`config.mk`:
```
export PLATFORM = sky130hd
export DESIGN_NAME = grid_overlay_pipe
export DESIGN_NICKNAME = d
export VERILOG_FILES = /design/src/rtl/grid_pkg.sv /design/src/rtl/grid_sat_apply.sv /design/src/rtl/grid_overlay_pipe.sv
export SDC_FILE = /design/constraint.sdc
export NUM_CORES = 1
export LEC_CHECK = 0
export CAP_MARGIN = 20
export CORE_ASPECT_RATIO = 1.25
export CORE_MARGIN = 8
export CORE_UTILIZATION = 40
export DETAILED_ROUTE_END_ITERATION = 8
export PLACE_DENSITY = 0.7
export SYNTH_ARGS = -nofsm -noshare
export SYNTH_HDL_FRONTEND = slang
export SYNTH_SLANG_ARGS = --single-unit
export TNS_END_PERCENT = 1
```
`constraint.sdc`:
```
create_clock -name clk -period 4.05 [get_ports clk]
set_input_delay 1.215 -clock clk [delete_from_list [all_inputs] [get_ports clk]]
set_output_delay 1.215 -clock clk [all_outputs]
set_load 0.005 [all_outputs]
```
`src/rtl/grid_pkg.sv`:
```
// Shared types and helpers for the pixel-grid overlay pipeline.
package grid_pkg;

  // Overlay modes, encoded exactly as presented on cfg_mode.
  typedef enum logic [1:0] {
    GRID_OFF  = 2'd0,
    GRID_ROW  = 2'd1,
    GRID_COL  = 2'd2,
    GRID_BOTH = 2'd3
  } grid_mode_e;

  // Widest colour channel the saturating helper can handle.
  localparam int GRID_MAX_W = 16;

  // Phase counter width for a given cell edge length; at least one bit.
  function automatic int grid_phase_w(input int scale);
    return (scale <= 2) ? 1 : $clog2(scale);
  endfunction

  // Saturating add (bright) or subtract (dark) on a 'width'-bit value.
  // Operands are zero-extended into GRID_MAX_W bits by the caller.
  function automatic logic [GRID_MAX_W-1:0] grid_sat_addsub(
    input logic [GRID_MAX_W-1:0] value,
    input logic [GRID_MAX_W-1:0] delta,
    input int unsigned           width,
    input logic                  bright
  );
    logic [GRID_MAX_W:0]   sum;
    logic [GRID_MAX_W-1:0] all_ones;
    logic [GRID_MAX_W-1:0] max_val;
    logic [GRID_MAX_W-1:0] result;
    all_ones = '1;
    max_val  = all_ones >> (GRID_MAX_W - width);
    sum      = {1'b0, value} + {1'b0, delta};
    if (bright) begin
      // A carry out of the channel width clamps to all-ones.
      result = (sum > {1'b0, max_val}) ? max_val : sum[GRID_MAX_W-1:0];
    end else begin
      // A borrow clamps to zero.
      result = (delta > value) ? '0 : (value - delta);
    end
    return result;
  endfunction

endpackage

```
`src/rtl/grid_sat_apply.sv`:
```
// One colour channel of the overlay: picks the delta and applies it with
// saturation. Purely combinational.
module grid_sat_apply
  import grid_pkg::*;
#(
  parameter int PIXEL_W = 8,
  parameter int ALPHA   = 2,
  parameter int DELTA   = 16
) (
  input  logic [PIXEL_W-1:0] value,
  input  logic               bright,
  input  logic               mult,
  output logic [PIXEL_W-1:0] result
);

  logic [PIXEL_W-1:0] delta;

  // Delta is either a fixed step or a fraction of the channel value.
  always_comb begin
    // NOTE: every signal driven in always_comb gets a value on every path,
    // otherwise synthesis infers a latch.
    delta  = PIXEL_W'(DELTA);
    if (mult) delta = value >> ALPHA;
    result = PIXEL_W'(grid_sat_addsub(GRID_MAX_W'(value), GRID_MAX_W'(delta),
                                      PIXEL_W, bright));
  end

endmodule

```
`src/rtl/grid_overlay_pipe.sv`:
```
// Two-stage pixel-grid overlay between the scaler and the HDMI encoder.
// Tracks the position inside each SCALE x SCALE cell from line/frame start
// markers and brightens or darkens cell-edge pixels.
module grid_overlay_pipe
  import grid_pkg::*;
#(
  parameter int PIXEL_W  = 8,
  parameter int CHANNELS = 3,
  parameter int SCALE    = 4,
  parameter int ALPHA    = 2,
  parameter int DELTA    = 16
) (
  input  logic                         clk,
  input  logic                         rst,
  input  logic [1:0]                   cfg_mode,
  input  logic                         cfg_bright,
  input  logic                         cfg_mult,
  input  logic                         pxl_in_valid,
  input  logic                         line_start,
  input  logic                         frame_start,
  input  logic [CHANNELS*PIXEL_W-1:0]  pxl_in,
  output logic                         pxl_out_valid,
  output logic [CHANNELS*PIXEL_W-1:0]  pxl_out,
  output logic                         grid_hit_out
);

  localparam int              PH_W    = grid_phase_w(SCALE);
  localparam logic [PH_W-1:0] PH_LAST = PH_W'(SCALE - 1);
  localparam int              PX_W    = CHANNELS * PIXEL_W;

  // Phase counters and frame-shadowed configuration.
  logic [PH_W-1:0] x_phase, y_phase;
  grid_mode_e      sh_mode;
  logic            sh_bright, sh_mult;

  // Values in effect for the pixel currently at the input.
  logic [PH_W-1:0] x_cur, y_cur;
  grid_mode_e      mode_cur;
  logic            bright_cur, mult_cur;
  logic            start_frame, start_line, hit_cur;

  // Stage 1 registers.
  logic            s1_valid, s1_hit, s1_bright, s1_mult;
  logic [PX_W-1:0] s1_pxl;
  logic [PX_W-1:0] s2_applied;

  // Phase after start-marker update, config for this pixel, and hit decision.
  always_comb begin
    start_frame = pxl_in_valid & frame_start;
    start_line  = pxl_in_valid & (line_start | frame_start);
    mode_cur    = start_frame ? grid_mode_e'(cfg_mode) : sh_mode;
    bright_cur  = start_frame ? cfg_bright : sh_bright;
    mult_cur    = start_frame ? cfg_mult   : sh_mult;

    if (start_line || x_phase == PH_LAST) x_cur = '0;
    else                                  x_cur = x_phase + 1'b1;

    if (start_frame)                           y_cur = '0;
    else if (start_line && y_phase == PH_LAST) y_cur = '0;
    else if (start_line)                       y_cur = y_phase + 1'b1;
    else                                       y_cur = y_phase;

    case (mode_cur)
      GRID_ROW:  hit_cur = (y_cur == PH_LAST);
      GRID_COL:  hit_cur = (x_cur == PH_LAST);
      GRID_BOTH: hit_cur = (y_cur == PH_LAST) || (x_cur == PH_LAST);
      default:   hit_cur = 1'b0;
    endcase
  end

  // Advance phases and capture shadow config on valid pixels only.
  always_ff @(posedge clk) begin
    // NOTE: state registers use non-blocking assignments so every register
    // samples pre-edge values regardless of statement order.
    if (rst) begin
      x_phase   <= '0;
      y_phase   <= '0;
      sh_mode   <= GRID_OFF;
      sh_bright <= 1'b0;
      sh_mult   <= 1'b0;
    end else if (pxl_in_valid) begin
      x_phase <= x_cur;
      y_phase <= y_cur;
      if (frame_start) begin
        sh_mode   <= grid_mode_e'(cfg_mode);
        sh_bright <= cfg_bright;
        sh_mult   <= cfg_mult;
      end
    end
  end

  // Stage 1 qualifier; reset drops any pixel in flight.
  always_ff @(posedge clk) begin
    if (rst) s1_valid <= 1'b0;
    else     s1_valid <= pxl_in_valid;
  end

  // Stage 1 data, loaded with each valid pixel.
  always_ff @(posedge clk) begin
    // NOTE: payload registers carry no reset; s1_valid alone decides whether
    // they are ever consumed.
    if (pxl_in_valid) begin
      s1_pxl    <= pxl_in;
      s1_hit    <= hit_cur;
      s1_bright <= bright_cur;
      s1_mult   <= mult_cur;
    end
  end

  for (genvar c = 0; c < CHANNELS; c++) begin : g_chan
    grid_sat_apply #(
      .PIXEL_W (PIXEL_W),
      .ALPHA   (ALPHA),
      .DELTA   (DELTA)
    ) u_sat (
      .value  (s1_pxl[c*PIXEL_W +: PIXEL_W]),
      .bright (s1_bright),
      .mult   (s1_mult),
      .result (s2_applied[c*PIXEL_W +: PIXEL_W])
    );
  end

  // Stage 2 outputs; hold the last pixel through valid gaps.
  always_ff @(posedge clk) begin
    if (rst) begin
      pxl_out_valid <= 1'b0;
      pxl_out       <= '0;
      grid_hit_out  <= 1'b0;
    end else begin
      pxl_out_valid <= s1_valid;
      if (s1_valid) begin
        pxl_out      <= s1_hit ? s2_applied : s1_pxl;
        grid_hit_out <= s1_hit;
      end
    end
  end

endmodule

```
==> impl_metrics.env <==
export IMPL_cp_required_ns=4.26
export IMPL_maxSlewViolCount=0
export IMPL_grt_max_degree=32
export IMPL_fin_crit_ns=3.03
export IMPL_async_reset_ff_frac=0
export IMPL_n_antenna_cell=0
export IMPL_die_y_um=136
export IMPL_clock_latency_ns=0.34
export IMPL_start_kind="register"
export IMPL_syn_area_per_cell_um2=8.85
export IMPL_slowest_delay_ns=0.68
export IMPL_ir_drop_mv=0.189
export IMPL_critical_path_class="reg -> reg"
export IMPL_fp_coreArea_um2=11500
export IMPL_hpwl_um=9810
export IMPL_crit_buf_inv=0
export IMPL_gr_usage_all_layers=0.176
export IMPL_post_drt_wl_per_cell_um=18.0
export IMPL_crit_family="compound AO/OA/AOI/OAI gates"
export IMPL_die_area_um2=15300
export IMPL_synth_warnings=0
export IMPL_dr_total_vias=4077
export IMPL_cts_max_path_buffers=2
export IMPL_synth_edf_count=27
export IMPL_setup_violations=0
export IMPL_grt_setup_unrepaired="false"
export IMPL_crit_chain="and2_1 -> ha_1 -> fa_1 -> nor2b_1 -> o311ai_1 -> a21oi_1 -> o21ai_0 -> o211a_1 -> o21ai_0"
export IMPL_clkTransAtPathRegs_ns=0.06
export IMPL_grt_pass1_vias=4264
export IMPL_p_leak_uw=0.00226
export IMPL_via_per_inst=5.71
export IMPL_cts_resized_gates=0
export IMPL_outcome="completed"
export IMPL_pin_count=59
export IMPL_drtPass1Iterations=6
export IMPL_power_density_nw_per_um2=362
export IMPL_crit_top_cell="o21ai_0"
export IMPL_synth_distinct_cells=73
export IMPL_hold_class="reg -> reg"
export IMPL_final_layout_size_suffix_gt1_frac=0.0833
export IMPL_syn_nets=602
export IMPL_cp_end_kind="register"
export IMPL_ys_ff_latch=62
export IMPL_cts_tree="yes"
export IMPL_fmax_ghz=0.330
export IMPL_nets=651
export IMPL_cts_sinks=62
export IMPL_crit_slowest_cell="edfxtp_1"
export IMPL_cts_buffers=9
export IMPL_path_max_fanout=18
export IMPL_port_buffers=58
export IMPL_ys_seq_area_frac=0.327
export IMPL_drv_cap=0
export IMPL_drc=0
export IMPL_gr_total_overflow=0
export IMPL_finalCritPeriodShare=0.749
export IMPL_cts_setup_buffers=0
export IMPL_final_cell_mix="clkdlybuf4s50_1 (58), nand2_1 (46), inv_1 (45)"
export IMPL_finClkSkew_ns=0.00758
export IMPL_ant_nets=0
export IMPL_hold_viol=0
export IMPL_max_slew_margin_rel=0.429
export IMPL_syn_area_um2=4620
export IMPL_max_slew_worst_pin_slew_ns=0.854
export IMPL_wl_um=12900
export IMPL_cts_htree_levels=3
export IMPL_netlist_instances=522
export IMPL_start_util=0.403
export IMPL_drt_initial_drc_count=286
export IMPL_gp_congestion=0.923
export IMPL_dp_cells=698
export IMPL_finalNonFillerCells=714
export IMPL_rows=44
export IMPL_crit_arrival_ns=3.25
export IMPL_fin_tns_setup_ns=0
export IMPL_cts_hold_buffers=0
export IMPL_final_common_cell="clkdlybuf4s50_1"
export IMPL_antenna_found_initial=0
export IMPL_die_w_um=112
export IMPL_synth_flop_cell="dfxtp_1"
export IMPL_grt_pass1_wl_um=21400
export IMPL_area_delta_synth_final_pct=20.6
export IMPL_cts_root_buf="clkbuf_16"
## cell usage after synthesis, types with 3 or more instances
master	n	share of area
o221ai_1	4	0.0076
inv_1	45	0.037
nand2_1	46	0.037
buf_2	5	0.0054
a211oi_1	6	0.0098
o21ai_0	29	0.031
mux2i_1	9	0.020
a31oi_1	6	0.0081
mux2_2	3	0.0073
fa_1	6	0.026
inv_2	3	0.0024
a22oi_1	3	0.0049
a211oi_2	4	0.011
o22ai_1	9	0.012
nor3_1	8	0.0087
o21a_1	7	0.011
and2_1	5	0.0068
o211ai_1	6	0.0098
or3_1	4	0.0054
xnor2_1	13	0.025
o2111ai_1	4	0.0076
ha_1	41	0.11
nand2b_1	14	0.019
o311a_1	3	0.0065
nand3_1	8	0.0087
dfxtp_1	35	0.15
clkbuf_1	15	0.012
nor2b_1	16	0.022
o31a_1	3	0.0057
a21oi_1	35	0.038
edfxtp_1	27	0.18
nor2_1	35	0.028
o31ai_1	9	0.015
## state kept, by name (all words and copies together), names as in the netlist
| register | count |
|---|---|
| grid_hit_out | 1 |
| s1_mult | 1 |
| s1_pxl | 24 |
| sh_mode | 2 |
| s1_bright | 1 |
| sh_mult | 1 |
| s1_hit | 1 |
| y_phase | 2 |
| pxl_out | 24 |
| sh_bright | 1 |
| x_phase | 2 |
| s1_valid | 1 |
| pxl_out_valid | 1 |
## layer usage
metal | part of all wire | global-route usage | vias to the layer above
li1 | - | - | 1977
met1 | 0.41 | 0.196 | 1896
met2 | 0.49 | 0.303 | 159
met3 | 0.054 | 0.0360 | 45
met4 | 0.042 | 0.108 | 0
met5 | 0 | 0 | -
## metrics by stage
step                hold WS (ns)  utilization  total power, uW  setup WS [ns]  instance area (um2)
finish                     0.447        0.486             2020           1.02                 5570
global route               0.476        0.486             2130          0.799                 5570
CTS                        0.453        0.486             2030           1.06                 5570
detailed placement         0.444        0.462             1290          0.955                 5290
global placement           0.443        0.462             1280          0.930                 5290
floorplan                  0.436            -             1120           1.47                 4620
## worst reg2reg max path, cell delays in order, from the launching register on
cell and delay (ns):
edfxtp_1 0.68, and2_1 0.29, ha_1 0.22, fa_1 0.42, nor2b_1 0.17, o311ai_1 0.40
a21oi_1 0.26, o21ai_0 0.23, o211a_1 0.16, o21ai_0 0.08
## power breakdown
part / total (uW) / internal (uW) / switching, uW
logic: 526 / 242 / 284
registers: 757 / 700 / 56.6
clock network: 735 / 436 / 299
## layout make-up
cell class | count | area, um2
well taps | 138 | 173
inverters | 49 | 184
fillers | 1086 | 5880
flip-flops and latches | 62 | 1510
multi-input cells | 386 | 2800
clock buffers | 11 | 243
clock inverters | 5 | 40.0
repair buffers | 63 | 618
## cells by family after synthesis
logic type,Yosys count,synth area share
simple gates,159,0.181
compound gates,155,0.237
buf+inv,74,0.0664
flops,62,0.327
fa+ha+maj,47,0.137
xor+xnor,13,0.0246
mux,12,0.0268
## final timing paths
kind | start | end | slack (ns) | cells past startpoint
max | s1_mult | pxl_out[2] | 1.02 | 9
max reg2reg | s1_mult | pxl_out[2] | 1.02 | 9
min reg2reg | pxl_out[20] | pxl_out[20] | 0.45 | 2
min | pxl_out[20] | pxl_out[20] | 0.45 | 2
Power figures use the tool's default switching activity.
